$ cat config.mk
export PLATFORM = sky130hd
export DESIGN_NAME = mcycle_issue_ctrl
export DESIGN_NICKNAME = d
export VERILOG_FILES = /design/src/rtl/mcycle_issue_ctrl_pkg.sv /design/src/rtl/mcycle_issue_ctrl_fixup.sv /design/src/rtl/mcycle_issue_ctrl.sv
export SDC_FILE = /design/constraint.sdc
export NUM_CORES = 1
export LEC_CHECK = 0
export BUFFER_PORTS_ARGS = -buffer_cell sky130_fd_sc_hd__buf_2
export CELL_PAD_IN_SITES_DETAIL_PLACEMENT = 1
export CELL_PAD_IN_SITES_GLOBAL_PLACEMENT = 1
export CORE_ASPECT_RATIO = 0.8
export CORE_MARGIN = 8
export CORE_UTILIZATION = 40
export CTS_CLUSTER_SIZE = 28
export DETAILED_ROUTE_END_ITERATION = 8
export GPL_TIMING_DRIVEN = 1
export PLACE_DENSITY_LB_ADDON = 0.1
export SLEW_MARGIN = 20
export SYNTH_ARGS = -nofsm -noshare
export SYNTH_HDL_FRONTEND = slang
export SYNTH_HIERARCHICAL = 1
export SYNTH_SLANG_ARGS = --single-unit
$ cat constraint.sdc
create_clock -name CLK -period 9.2 [get_ports CLK]
set_input_delay 1.38 -clock CLK [delete_from_list [all_inputs] [get_ports CLK]]
set_output_delay 1.38 -clock CLK [all_outputs]
set_load 0.02 [all_outputs]
$ cat src/rtl/mcycle_issue_ctrl_pkg.sv
// Shared encodings for the MCycle issue controller: RV32M funct3 values,
// MCycleOp codes, FSM states and the default datapath width.
package mcycle_issue_ctrl_pkg;

  localparam int WIDTH = 32;

  localparam logic [2:0] FUNCT3_MUL    = 3'b000;
  localparam logic [2:0] FUNCT3_MULH   = 3'b001;
  localparam logic [2:0] FUNCT3_MULHSU = 3'b010;
  localparam logic [2:0] FUNCT3_MULHU  = 3'b011;
  localparam logic [2:0] FUNCT3_DIV    = 3'b100;
  localparam logic [2:0] FUNCT3_DIVU   = 3'b101;
  localparam logic [2:0] FUNCT3_REM    = 3'b110;
  localparam logic [2:0] FUNCT3_REMU   = 3'b111;

  localparam logic [1:0] MOP_MUL_S = 2'b00;
  localparam logic [1:0] MOP_MUL_U = 2'b01;
  localparam logic [1:0] MOP_DIV_S = 2'b10;
  localparam logic [1:0] MOP_DIV_U = 2'b11;

  typedef enum logic [1:0] {
    ST_IDLE  = 2'b00,
    ST_WAIT  = 2'b01,
    ST_WB    = 2'b10,
    ST_DRAIN = 2'b11
  } state_t;

  // MULHSU runs on the unsigned multiplier and is corrected afterwards.
  function automatic logic [1:0] map_mop(input logic [2:0] f3);
    logic [1:0] mop;
    unique case (f3)
      FUNCT3_MUL, FUNCT3_MULH:    mop = MOP_MUL_S;
      FUNCT3_MULHSU, FUNCT3_MULHU: mop = MOP_MUL_U;
      FUNCT3_DIV, FUNCT3_REM:     mop = MOP_DIV_S;
      default:                    mop = MOP_DIV_U;
    endcase
    return mop;
  endfunction

endpackage

$ cat src/rtl/mcycle_issue_ctrl_fixup.sv
// Combinational result path: special-case divide detection and value,
// selection of LSW/MSW from the MCycle unit, and MULHSU correction.
module m_result_fixup
  import mcycle_issue_ctrl_pkg::*;
#(
  parameter int width = WIDTH
) (
  input  logic [2:0]       funct3,
  input  logic [width-1:0] op1,
  input  logic [width-1:0] op2,
  input  logic [width-1:0] result1,
  input  logic [width-1:0] result2,
  output logic             special,
  output logic [width-1:0] special_val,
  output logic [width-1:0] result
);

  logic div_zero;
  logic sgn_ovf;

  assign div_zero = (op2 == '0);
  // Only the signed forms (funct3[0]=0) can overflow: MIN / -1.
  assign sgn_ovf  = ~funct3[0] && (op1 == {1'b1, {(width-1){1'b0}}}) && (op2 == '1);

  // Divide special cases bypass the MCycle unit entirely.
  always_comb begin
    special     = funct3[2] & (div_zero | sgn_ovf);
    special_val = '0;
    if (div_zero)
      special_val = funct3[1] ? op1 : '1;
    else if (sgn_ovf)
      special_val = funct3[1] ? '0 : op1;
  end

  // Pick the result half and turn the unsigned MULHU into MULHSU.
  always_comb begin
    result = result2;
    unique case (funct3)
      FUNCT3_MUL, FUNCT3_DIV, FUNCT3_DIVU: result = result1;
      FUNCT3_MULHSU: result = result2 - (op1[width-1] ? op2 : '0);
      default:       result = result2;
    endcase
  end

endmodule

$ cat src/rtl/mcycle_issue_ctrl.sv
// EX-stage initiator for the MCycle Start/Busy handshake. Issues a one-cycle
// Start, stalls the pipeline until Busy drops, then writes back the fixed-up
// result. Divide-by-zero and signed overflow are resolved locally.
module mcycle_issue_ctrl
  import mcycle_issue_ctrl_pkg::*;
#(
  parameter int width = WIDTH
) (
  input  logic             CLK,
  input  logic             RESETn,
  input  logic             Valid,
  input  logic             Flush,
  input  logic [2:0]       Funct3,
  input  logic [4:0]       Rd,
  input  logic [width-1:0] Operand1,
  input  logic [width-1:0] Operand2,
  output logic             Start,
  output logic [1:0]       MCycleOp,
  output logic [width-1:0] MOperand1,
  output logic [width-1:0] MOperand2,
  input  logic [width-1:0] Result1,
  input  logic [width-1:0] Result2,
  input  logic             Busy,
  output logic             Stall,
  output logic             WE,
  output logic [4:0]       WA,
  output logic [width-1:0] WD
);

  state_t           state;
  logic [2:0]       funct3_q;
  logic [4:0]       rd_q;
  logic [width-1:0] op1_q, op2_q;
  logic             we_q;
  logic [4:0]       wa_q;
  logic [width-1:0] wd_q;

  logic             is_idle;
  logic             accept;
  logic             stall_raw;
  logic [2:0]       fx_funct3;
  logic [width-1:0] fx_op1, fx_op2;
  logic             fx_special;
  logic [width-1:0] fx_special_val;
  logic [width-1:0] fx_result;

  assign is_idle = (state == ST_IDLE);
  assign accept  = is_idle & Valid & ~Flush;

  // In IDLE the live EX operands are inspected; afterwards the latched copy.
  assign fx_funct3 = is_idle ? Funct3   : funct3_q;
  assign fx_op1    = is_idle ? Operand1 : op1_q;
  assign fx_op2    = is_idle ? Operand2 : op2_q;

  m_result_fixup #(.width(width)) u_fixup (
    .funct3      (fx_funct3),
    .op1         (fx_op1),
    .op2         (fx_op2),
    .result1     (Result1),
    .result2     (Result2),
    .special     (fx_special),
    .special_val (fx_special_val),
    .result      (fx_result)
  );

  // Stall is combinational so the issuing instruction freezes in its own cycle.
  always_comb begin
    stall_raw = 1'b0;
    unique case (state)
      ST_IDLE:  stall_raw = accept;
      ST_WAIT:  stall_raw = 1'b1;
      ST_WB:    stall_raw = 1'b0;
      ST_DRAIN: stall_raw = Valid;
      default:  stall_raw = 1'b0;
    endcase
  end

  // Combinational outputs are forced low while reset is asserted.
  assign Start     = RESETn & accept & ~fx_special;
  assign Stall     = RESETn & stall_raw;
  assign MCycleOp  = RESETn ? map_mop(fx_funct3) : 2'b00;
  assign MOperand1 = RESETn ? fx_op1 : '0;
  assign MOperand2 = RESETn ? fx_op2 : '0;
  assign WE        = we_q;
  assign WA        = wa_q;
  assign WD        = wd_q;

  // Issue FSM with operand latches and registered write-back port.
  always_ff @(posedge CLK or negedge RESETn) begin
    if (!RESETn) begin
      state    <= ST_IDLE;
      funct3_q <= '0;
      rd_q     <= '0;
      op1_q    <= '0;
      op2_q    <= '0;
      we_q     <= 1'b0;
      wa_q     <= '0;
      wd_q     <= '0;
    end else begin
      we_q <= 1'b0;
      unique case (state)
        ST_IDLE: begin
          if (accept) begin
            funct3_q <= Funct3;
            rd_q     <= Rd;
            op1_q    <= Operand1;
            op2_q    <= Operand2;
            if (fx_special) begin
              wd_q  <= fx_special_val;
              wa_q  <= Rd;
              we_q  <= (Rd != 5'd0);
              state <= ST_WB;
            end else begin
              state <= ST_WAIT;
            end
          end
        end
        ST_WAIT: begin
          // A flush discards the result even if Busy drops on the same edge.
          if (Flush) begin
            state <= ST_DRAIN;
          end else if (!Busy) begin
            wd_q  <= fx_result;
            wa_q  <= rd_q;
            we_q  <= (rd_q != 5'd0);
            state <= ST_WB;
          end
        end
        ST_WB: state <= ST_IDLE;
        ST_DRAIN: if (!Busy) state <= ST_IDLE;
        default: state <= ST_IDLE;
      endcase
    end
  end

endmodule

# Word-level counts from Yosys, hierarchy flattened
# Index checks and enable logic that the tools add are counted.
# W data, S select, Z words.
# op_classes
addsub	1
mul	0
div_mod_pow	0
order_cmp	0
eq_ne	17
shift	0
muxes	35
n_bitwise	10
reduce_logical	15
# ops
operator	n
$mux W32	13
$pmux W32 S2	2
$eq A32 B32 Y1 const B	2
$logic_not A32 Y1	1
$sub A32 B32 Y32	1
$mux W5	4
$mux W2	6
$pmux W5 S2	1
$reduce_bool A5 Y1	2
$eq A3 B3 Y1 const B	3
$pmux W2 S4	1
$and A1 B1 Y1	6
$eq A3 B2 Y1 const B	2
$ne A2 B2 Y1 const B	3
$pmux W2 S3	1
$reduce_or A2 Y1	3
$reduce_and A5 Y1	1
$eq A2 B2 Y1 const B	2
$mux W1	4
$ne A2 B1 Y1 const B	2
$pmux W1 S4	1
$eq A3 B1 Y1 const B	1
$logic_not A3 Y1	1
$mux W3	1
11 further kinds	14
# word_totals
reg_bits	112
latch_bits	0
mem_bits_rw	0
rom_bits	0
inputBits	141
out_inout_bits	106
elab_cells	86
n_memories	0

# Longest topological paths before layout
# Gate-level depths: netlist (run 1).
# logic_depth
depth_word	10
ltp_mapped	19
depth_no_buf	15

# By module
# Netlist (run 1), hierarchy kept.
# by_module_without_submodules
module	instances	cells_each	area_per_inst_um2	seq_area_each_um2
mcycle_issue_ctrl	1	452	6029.5	2802.7
m_result_fixup	1	504	3293.2	0.0

# Worst setup path before layout (run 1)
# Ideal clock, no wire load.
# synth_path
kind	input-to-reg
from	in Operand1[31]
to	reg wd_q[28] (netlist: WD[28])
setup_ns	0.125
arrival_ns	4.512
t_required_ns	9.075
path_slack_ns	4.564
path_stages	16
n_path_buf	2
path_cell_list	mux2_2 clkbuf_1 clkbuf_1 and2_1 ha_1 fa_1 nand2b_1 a21oi_1 a21oi_1 a21o_1 o31ai_2 a221oi_1 xor2_1 o21ai_0 mux2_1 mux2_2
# synth_via
word_cells_on_any_way	18
classes_between	1 x add/sub; 2 x eq/ne; 10 x mux; 2 x bitwise; 3 x reduce/logical
# synth_rtl
item	line	source
start, declared	mcycle_issue_ctrl.sv:15	input logic [width-1:0] Operand1,
$mux W32	mcycle_issue_ctrl.sv:52	assign fx_op1 = is_idle ? Operand1 : op1_q;
$mux W32	mcycle_issue_ctrl_fixup.sv:40	FUNCT3_MULHSU: result = result2 - (op1[width-1] ? op2 : '0);
$sub A32 B32 Y32	mcycle_issue_ctrl_fixup.sv:40	
$pmux W32 S2	mcycle_issue_ctrl_fixup.sv:38	unique case (funct3)
via fx_result[28]	mcycle_issue_ctrl.sv:45	logic [width-1:0] fx_result;
$mux W32	mcycle_issue_ctrl.sv:122	end else if (!Busy) begin
$mux W32	mcycle_issue_ctrl.sv:120	if (Flush) begin
$pmux W32 S2	mcycle_issue_ctrl.sv:101	unique case (state)
end signal, assigned	mcycle_issue_ctrl.sv:109	wd_q <= fx_special_val;
end signal, assigned	mcycle_issue_ctrl.sv:123	wd_q <= fx_result;
end, declared	mcycle_issue_ctrl.sv:36	logic [width-1:0] wd_q;
# The timed path passes the listed nets, and every way through them passes these cells. The select of a mux whose other input is x is not followed.
# A chain may end at the register's enable or synchronous reset.

# Worst setup path after layout (run 1)
# layout_path
from	reg state[0]
to	out Start
# layout_via
elab_chain_cells	9
word_cells_on_any_way	17
classes_between	2 x eq/ne; 3 x mux; 8 x bitwise; 4 x reduce/logical
# layout_lines
item	line	source
start, declared	mcycle_issue_ctrl.sv:30	state_t state;
start signal, assigned	mcycle_issue_ctrl.sv:91	state <= ST_IDLE;
start signal, assigned	mcycle_issue_ctrl.sv:112	state <= ST_WB;
start signal, assigned	mcycle_issue_ctrl.sv:114	state <= ST_WAIT;
$logic_not A2 Y1	mcycle_issue_ctrl.sv:47	assign is_idle = (state == ST_IDLE);
$mux W32	mcycle_issue_ctrl.sv:52	
via fx_op1[21]	mcycle_issue_ctrl.sv:42	logic [width-1:0] fx_op1, fx_op2;
$eq A32 B32 Y1	mcycle_issue_ctrl_fixup.sv:23	assign sgn_ovf = ~funct3[0] && (op1 == {1'b1, {(width-1){1'b0}}}) && (op2 == '1);
$logic_and A1 B1 Y1 (2 in a row)	mcycle_issue_ctrl_fixup.sv:23	
$or A1 B1 Y1	mcycle_issue_ctrl_fixup.sv:27	special = funct3[2] & (div_zero | sgn_ovf);
$and A1 B1 Y1	mcycle_issue_ctrl_fixup.sv:27	
via fx_special	mcycle_issue_ctrl.sv:43	logic fx_special;
$not A1 Y1	mcycle_issue_ctrl.sv:79	assign Start = RESETn & accept & ~fx_special;
$and A1 B1 Y1	mcycle_issue_ctrl.sv:79	
end, declared	mcycle_issue_ctrl.sv:17	output logic Start,
# The timed path passes the listed nets, and every way through them passes these cells.

==> metrics, run 1 <==
run status=complete, no violations; reg2reg start=state[0]; vias in the first global route=8820; setup TNS=0 ns; family with the most delay on the worst path=simple AND/OR/NAND/NOR gates; Clock Latency Late Sink=0.36 ns; Synth area leader=dfrtp_1; r2r endpoint=WD[14]; internal reg-to-reg setup slack=3.84 ns; CP required=7.82 ns; CTS tree=built; Worst Reg-to-Reg Cells=14; layout net count=1341; die height=153 um; first-pass GRT wire length=53800 um; CP max stage delay=0.70 ns; deepest clock path buffer count=2; GRT Total Usage=0.240; placed cells=1462; number of remaining DRC errors=0; Slew @ Worst Pin=1.02 ns; Post-CTS Setup Bufs=0; crit path kind=register to output port; max_slew headroom=0.318; share of the synthesized area in the top cell type=0.301; Synth top cells by count=mux2_2, dfrtp_1, and2_1, a21oi_1, nand2_1; Vias/cell=5.67; # diodes=0; Chip Width=187 um; top_reg_cell synth=dfrtp_1; max-cap check violation count=0; Max Slew Vio Count=0; clock skew=0.0158 ns; Hold Buf Count CTS=0; sequential area share after synthesis=0.301; Area Overhead vs Synth=17.5%; Core ar.=0.0231 mm^2; unrepaired setup endpoints after global routing=false; Hold Path Origin=op1_q[24]; drt pass-1 iters=5; ys async rst share=1.00; CTS H-Tree Depth=3; worst min path class=register to register; HPWL Detailed=27900 um; final RePlAce weighted congestion=0.940; peak supply drop=190 uV; CP max-delay cell=nor4_1; Max Fclk=164 MHz; leakage=5.14 nW; number of flops mapped to enable cells by yosys=0; Crit. End Element=output port; top-count cell post-synth=mux2_2; setup slack at placement=3.61 ns; final setup vio count=0; drt first-iter violations=481; Hold Path End=op1_q[24]; layout cells sized above 1=0.378; pin count of the biggest net entering global routing=96; Num CTS Buffers=9; syn_nets=1136; CTS Sinks=112; Detail Route Antenna Nets=0; CTS root buffer=clkbuf_16; total power=4.28 mW; Final Hold Fails=0; non-filler cells, final=1478; Mean Syn Cell Area=9.75 um^2; Netlist cell types=68; Initial Util=0.403; Tmin final=6.11 ns; final design utilization=0.473; gate count after technology mapping=956; critical path startpoint=state[0]; crit path max fanout=37; Data arrival, critical path=4.73 ns; Worst Path Buf+Inv=3; wire per inst=23.9 um; die area=0.0285 mm^2; clock slew at reported path FFs=0.09 ns; via count=8381; synth warn=6; io pins=247; crit share post-route=0.664; synthesized cell area=0.00932 mm^2; worst path cell trace=nor2_4, buf_4, buf_4, mux2_2, nor4_1, nand3_1, nor4_1, nand4_1, o21ai_0, and2_1, and3b_1, buf_2; top post-synthesis cells by area=dfrtp_1, mux2_2, mux2_1; setup ws final=3.09 ns; post_cts resized=0; Hold Path Depth=1; Rows=50; port bufs=246; initial antenna violation count=1; Power Dens Cells=391 mW/mm^2; CP Launch Type=register; Overflow after GRT=0; Synth Register Bits=112; routed wire length=35300 um
state kept, by name (all words and copies together), names as in the netlist:
signal    cells
op2_q        32
op1_q        32
WE            1
WD           32
WA            5
funct3_q      3
state         2
rd_q          5
per-layer routing:
metal | vias to the layer above | global-route usage | part of all wire
li1 | 3904 | - | -
met3 | 29 | 0.0538 | 0.062
met4 | 2 | 0.0555 | 0.016
met2 | 276 | 0.370 | 0.44
met5 | - | 0 | 0.00034
met1 | 4170 | 0.336 | 0.48
how the worst max path moves through the flow:
stage,end,depth (start not counted)
detailed placement,Start,12
CTS,Start,12
global route,Start,12
global placement,Start,12
finish,Start,12
floorplan,WD[28],16
logic make-up after synthesis:
family,share of synthesized area
simple gates,0.145
mux,0.272
compound gates,0.151
flops,0.301
buf+inv,0.0509
fa+ha+maj,0.0531
xor+xnor,0.0272
area by class of cell:
cell class / instances / area [um^2]
fillers: 2746 / 12200
multi-input cells: 757 / 6060
flip-flops and latches: 112 / 2800
repair buffers: 255 / 1310
well taps: 312 / 390
clock buffers: 9 / 225
inverters: 26 / 97.6
clock inverters: 7 / 71.3
placed cells by master (no fill, tap or decap), types with 6 or more instances in the layout:
| cell | count |
|---|---|
| xor2_1 | 12 |
| mux2_1 | 56 |
| nor4_1 | 17 |
| a21oi_1 | 60 |
| buf_2 | 245 |
| nor2_1 | 32 |
| nand2_1 | 58 |
| and3_1 | 6 |
| nand4_1 | 22 |
| ha_1 | 38 |
| o22ai_1 | 17 |
| a21o_1 | 17 |
| mux2i_1 | 17 |
| a22oi_1 | 9 |
| dfrtp_1 | 112 |
| o21ai_0 | 35 |
| and2_1 | 66 |
| nand2b_1 | 12 |
| mux2_2 | 154 |
| a221oi_1 | 12 |
| o21a_1 | 28 |
| xnor2_1 | 17 |
| inv_1 | 26 |
| buf_4 | 9 |
| clkbuf_16 | 9 |
metrics by stage:
step | area (um^2) | hold WS [ns]
final | 11000 | 0.488
after global routing | 11000 | 0.514
after CTS | 11000 | 0.494
after detailed placement | 10700 | 0.472
after global placement | 10700 | 0.463
after floorplan | 9320 | 0.454
power by group:
group / leakage (nW) / switching [mW] / internal [mW]
Combinational: 3.62 / 1.84 / 1.17
Sequential: 1.38 / 0.140 / 0.728
Clock: 0.139 / 0.207 / 0.192
worst reg2reg max path: cells and delay by family, from the launching register on:
family	cells	cell delay, ns
multiplexers	2	0.88
buffers and inverters	3	1.40
AND/OR/NAND/NOR	7	1.96
flip-flops	1	0.54
AO/OA/AOI/OAI	2	0.44
No activity file was read; power rests on OpenSTA's default activity.
==> inputs of run 2 (changes only) <==
--- a/config.mk
+++ b/config.mk
@@ -5,12 +5,13 @@
 export SDC_FILE = /design/constraint.sdc
 export NUM_CORES = 1
 export LEC_CHECK = 0
+export ABC_AREA = 1
 export BUFFER_PORTS_ARGS = -buffer_cell sky130_fd_sc_hd__buf_2
 export CELL_PAD_IN_SITES_DETAIL_PLACEMENT = 1
 export CELL_PAD_IN_SITES_GLOBAL_PLACEMENT = 1
 export CORE_ASPECT_RATIO = 0.8
 export CORE_MARGIN = 8
-export CORE_UTILIZATION = 40
+export CORE_UTILIZATION = 34
 export CTS_CLUSTER_SIZE = 28
 export DETAILED_ROUTE_END_ITERATION = 8
 export GPL_TIMING_DRIVEN = 1
==> constraint.sdc (replaced) <==
create_clock -name CLK -period 4.9 [get_ports CLK]
set_input_delay 0.735 -clock CLK [delete_from_list [all_inputs] [get_ports CLK]]
set_output_delay 0.735 -clock CLK [all_outputs]
set_load 0.02 [all_outputs]
==> run 2 against run 1 <==
Clock skew shrank 0.0026 ns; setup slack lost 2.7 ns; wire length grew 21%.
==> metrics, run 2 <==
run status=complete, no violations; clock skew=0.0132 ns; Slew @ Worst Pin=0.966 ns; number of flops mapped to enable cells by yosys=0; peak supply drop=250 uV; leakage=7.06 nW; crit path max fanout=30; die height=171 um; Detail Route Antenna Nets=0; crit path kind=register to output port; register area=0.00280 mm^2; vias in the first global route=11532; first-pass GRT wire length=66000 um; Data arrival, critical path=3.80 ns; family with the most delay on the worst path=simple AND/OR/NAND/NOR gates; pin count of the biggest net entering global routing=81; Num CTS Buffers=9; syn_nets=1897; Clock Latency Late Sink=0.37 ns; Max Fclk=221 MHz; Mean Syn Cell Area=5.91 um^2; CP required=4.16 ns; CP Launch Type=register; most common cell after layout, fill and taps aside=nand2_1; GRT Total Usage=0.234; final setup vio count=0; sequential area share after synthesis=0.276; worst path cell trace=nor2_4, buf_4, nand2_1, o21ai_0, inv_1, nor4_1, nand4_1, nor2_1, inv_2, a21boi_0, inv_1, nand2_2, nor3_1, buf_2; deepest clock path buffer count=2; Netlist cell types=37; final RePlAce weighted congestion=0.878; CP max stage delay=0.51 ns; clock slew at reported path FFs=0.08 ns; CP max-delay cell=dfrtp_1; Post-CTS Setup Bufs=0; setup ws final=0.369 ns; drt first-iter violations=685; Vias/cell=5.00; cell area after layout=0.0119 mm^2; via count=11495; area occupied by multi-input gates=0.00591 mm^2; Tmin final=4.53 ns; port bufs=246; synth warn=6; synthesized cell area=0.0102 mm^2; wire per inst=18.6 um; io pins=247; setup TNS=0 ns; CTS H-Tree Depth=3; Chip Width=209 um; drt pass-1 iters=5; unrepaired setup endpoints after global routing=false; initial antenna violation count=3; post-place instance area=0.0116 mm^2; layout net count=2097; top-count cell post-synth=nand2_1; number of remaining DRC errors=0; max_slew headroom=0.355; Synth top cells by count=nand2_1, inv_1, o21ai_0, nor2_1, dfrtp_1; number of fill cells=4082; layout cells sized above 1=0.181; setup slack at placement=0.596 ns; HPWL Detailed=34900 um; Synth area leader=dfrtp_1; commonest non-fill, non-tap cells in the layout=nand2_1, inv_1, buf_2, o21ai_0, nor2_1; max-cap check violation count=0; CTS root buffer=clkbuf_16; Area Overhead vs Synth=16.7%; final design utilization=0.404; Overflow after GRT=0; worst min path class=input pin to async pin; top post-synthesis cells by area=dfrtp_1, nand2_1, inv_1; cell mode on critical path=inv_1; CTS Sinks=112; Crit. End Element=output port; Initial Util=0.346; routed wire length=42700 um; gate count after technology mapping=1717; ys async rst share=1.00; Core ar.=0.0294 mm^2; Final Hold Fails=0; Max Slew Vio Count=0; Rows=56; crit share post-route=0.925; share of the synthesized area in the top cell type=0.276; CTS tree=built; top_reg_cell synth=dfrtp_1; # diodes=0; Worst Path Buf+Inv=5; Synth Register Bits=112; die area=0.0357 mm^2; Power Dens Cells=741 mW/mm^2
[run 2: cell types whose count changed in the layout (fill, tap and decap cells not counted), moves of 28 or more]
cell and change:
nand3_1 +99, nor2_1 +117, nand2_1 +594, o21a_1 -28, a21oi_1 -28, mux2_1 -56
inv_1 +235, o21ai_0 +114, mux2_2 -154, and2_1 -66
[run 2: power by group]
group          leakage [nW]  internal (mW)  switching, mW  total, mW
clock network         0.142          0.377          0.379      0.757
registers              1.43           1.29          0.235       1.52
logic                  5.49           1.78           4.73       6.50
total                  7.06           3.44           5.34       8.78
[run 2: worst paths after layout]
kind | start | end | slack (ns) | cells after the start
worst max-delay path | state[1] | Start | 0.37 | 14
worst min-delay path | RESETn | state[0] | 0.27 | 1
worst max register to register | state[1] | WD[22] | 0.73 | 17
min in group CLK | WD[20] | WD[20] | 0.47 | 2
worst min register to register | WD[20] | WD[20] | 0.47 | 2
max in group asynchronous | RESETn | op2_q[7] | 2.93 | 3
[run 2: cells by family after synthesis]
kind of cell,Yosys count,share of synthesized area
and+or+nand+nor,997,0.409
buffers and inverters,347,0.143
AOI/OAI and AO/OA,221,0.122
DFF,112,0.276
adders and majority gates,39,0.0488
xor gates and xnor gates,1,0.000863
[run 2: repair_timing]
item / CTS / global route
resized for setup: 0 / 0
hold buffers: 0 / 0
endpoints found under the setup margin: 0 / 1
[run 2: final cells by class]
type	instances	area share
Clock buffer	11	0.0213
Clock inverter	5	0.00327
Inverter	274	0.0870
Multi-Input combinational cell	1259	0.499
Sequential cell	112	0.236
Tap cell	377	0.0398
Timing Repair Buffer	261	0.114
[run 2: metrics by stage]
stage               instances  power, mW  hold slack (ns)
global route             2299       9.64            0.279
finish                   2299       8.78            0.274
floorplan                1717       5.93            0.439
CTS                      2298       8.80            0.270
global placement         2282       7.88            0.452
detailed placement       2282       8.00            0.462
[run 2: per-layer routing]
metal	up-vias	track usage	routed length (um)
li1	5724	-	-
met1	5452	0.331	21000
met2	279	0.373	18900
met3	34	0.0446	2230
met4	6	0.0379	519
met5	-	0	41
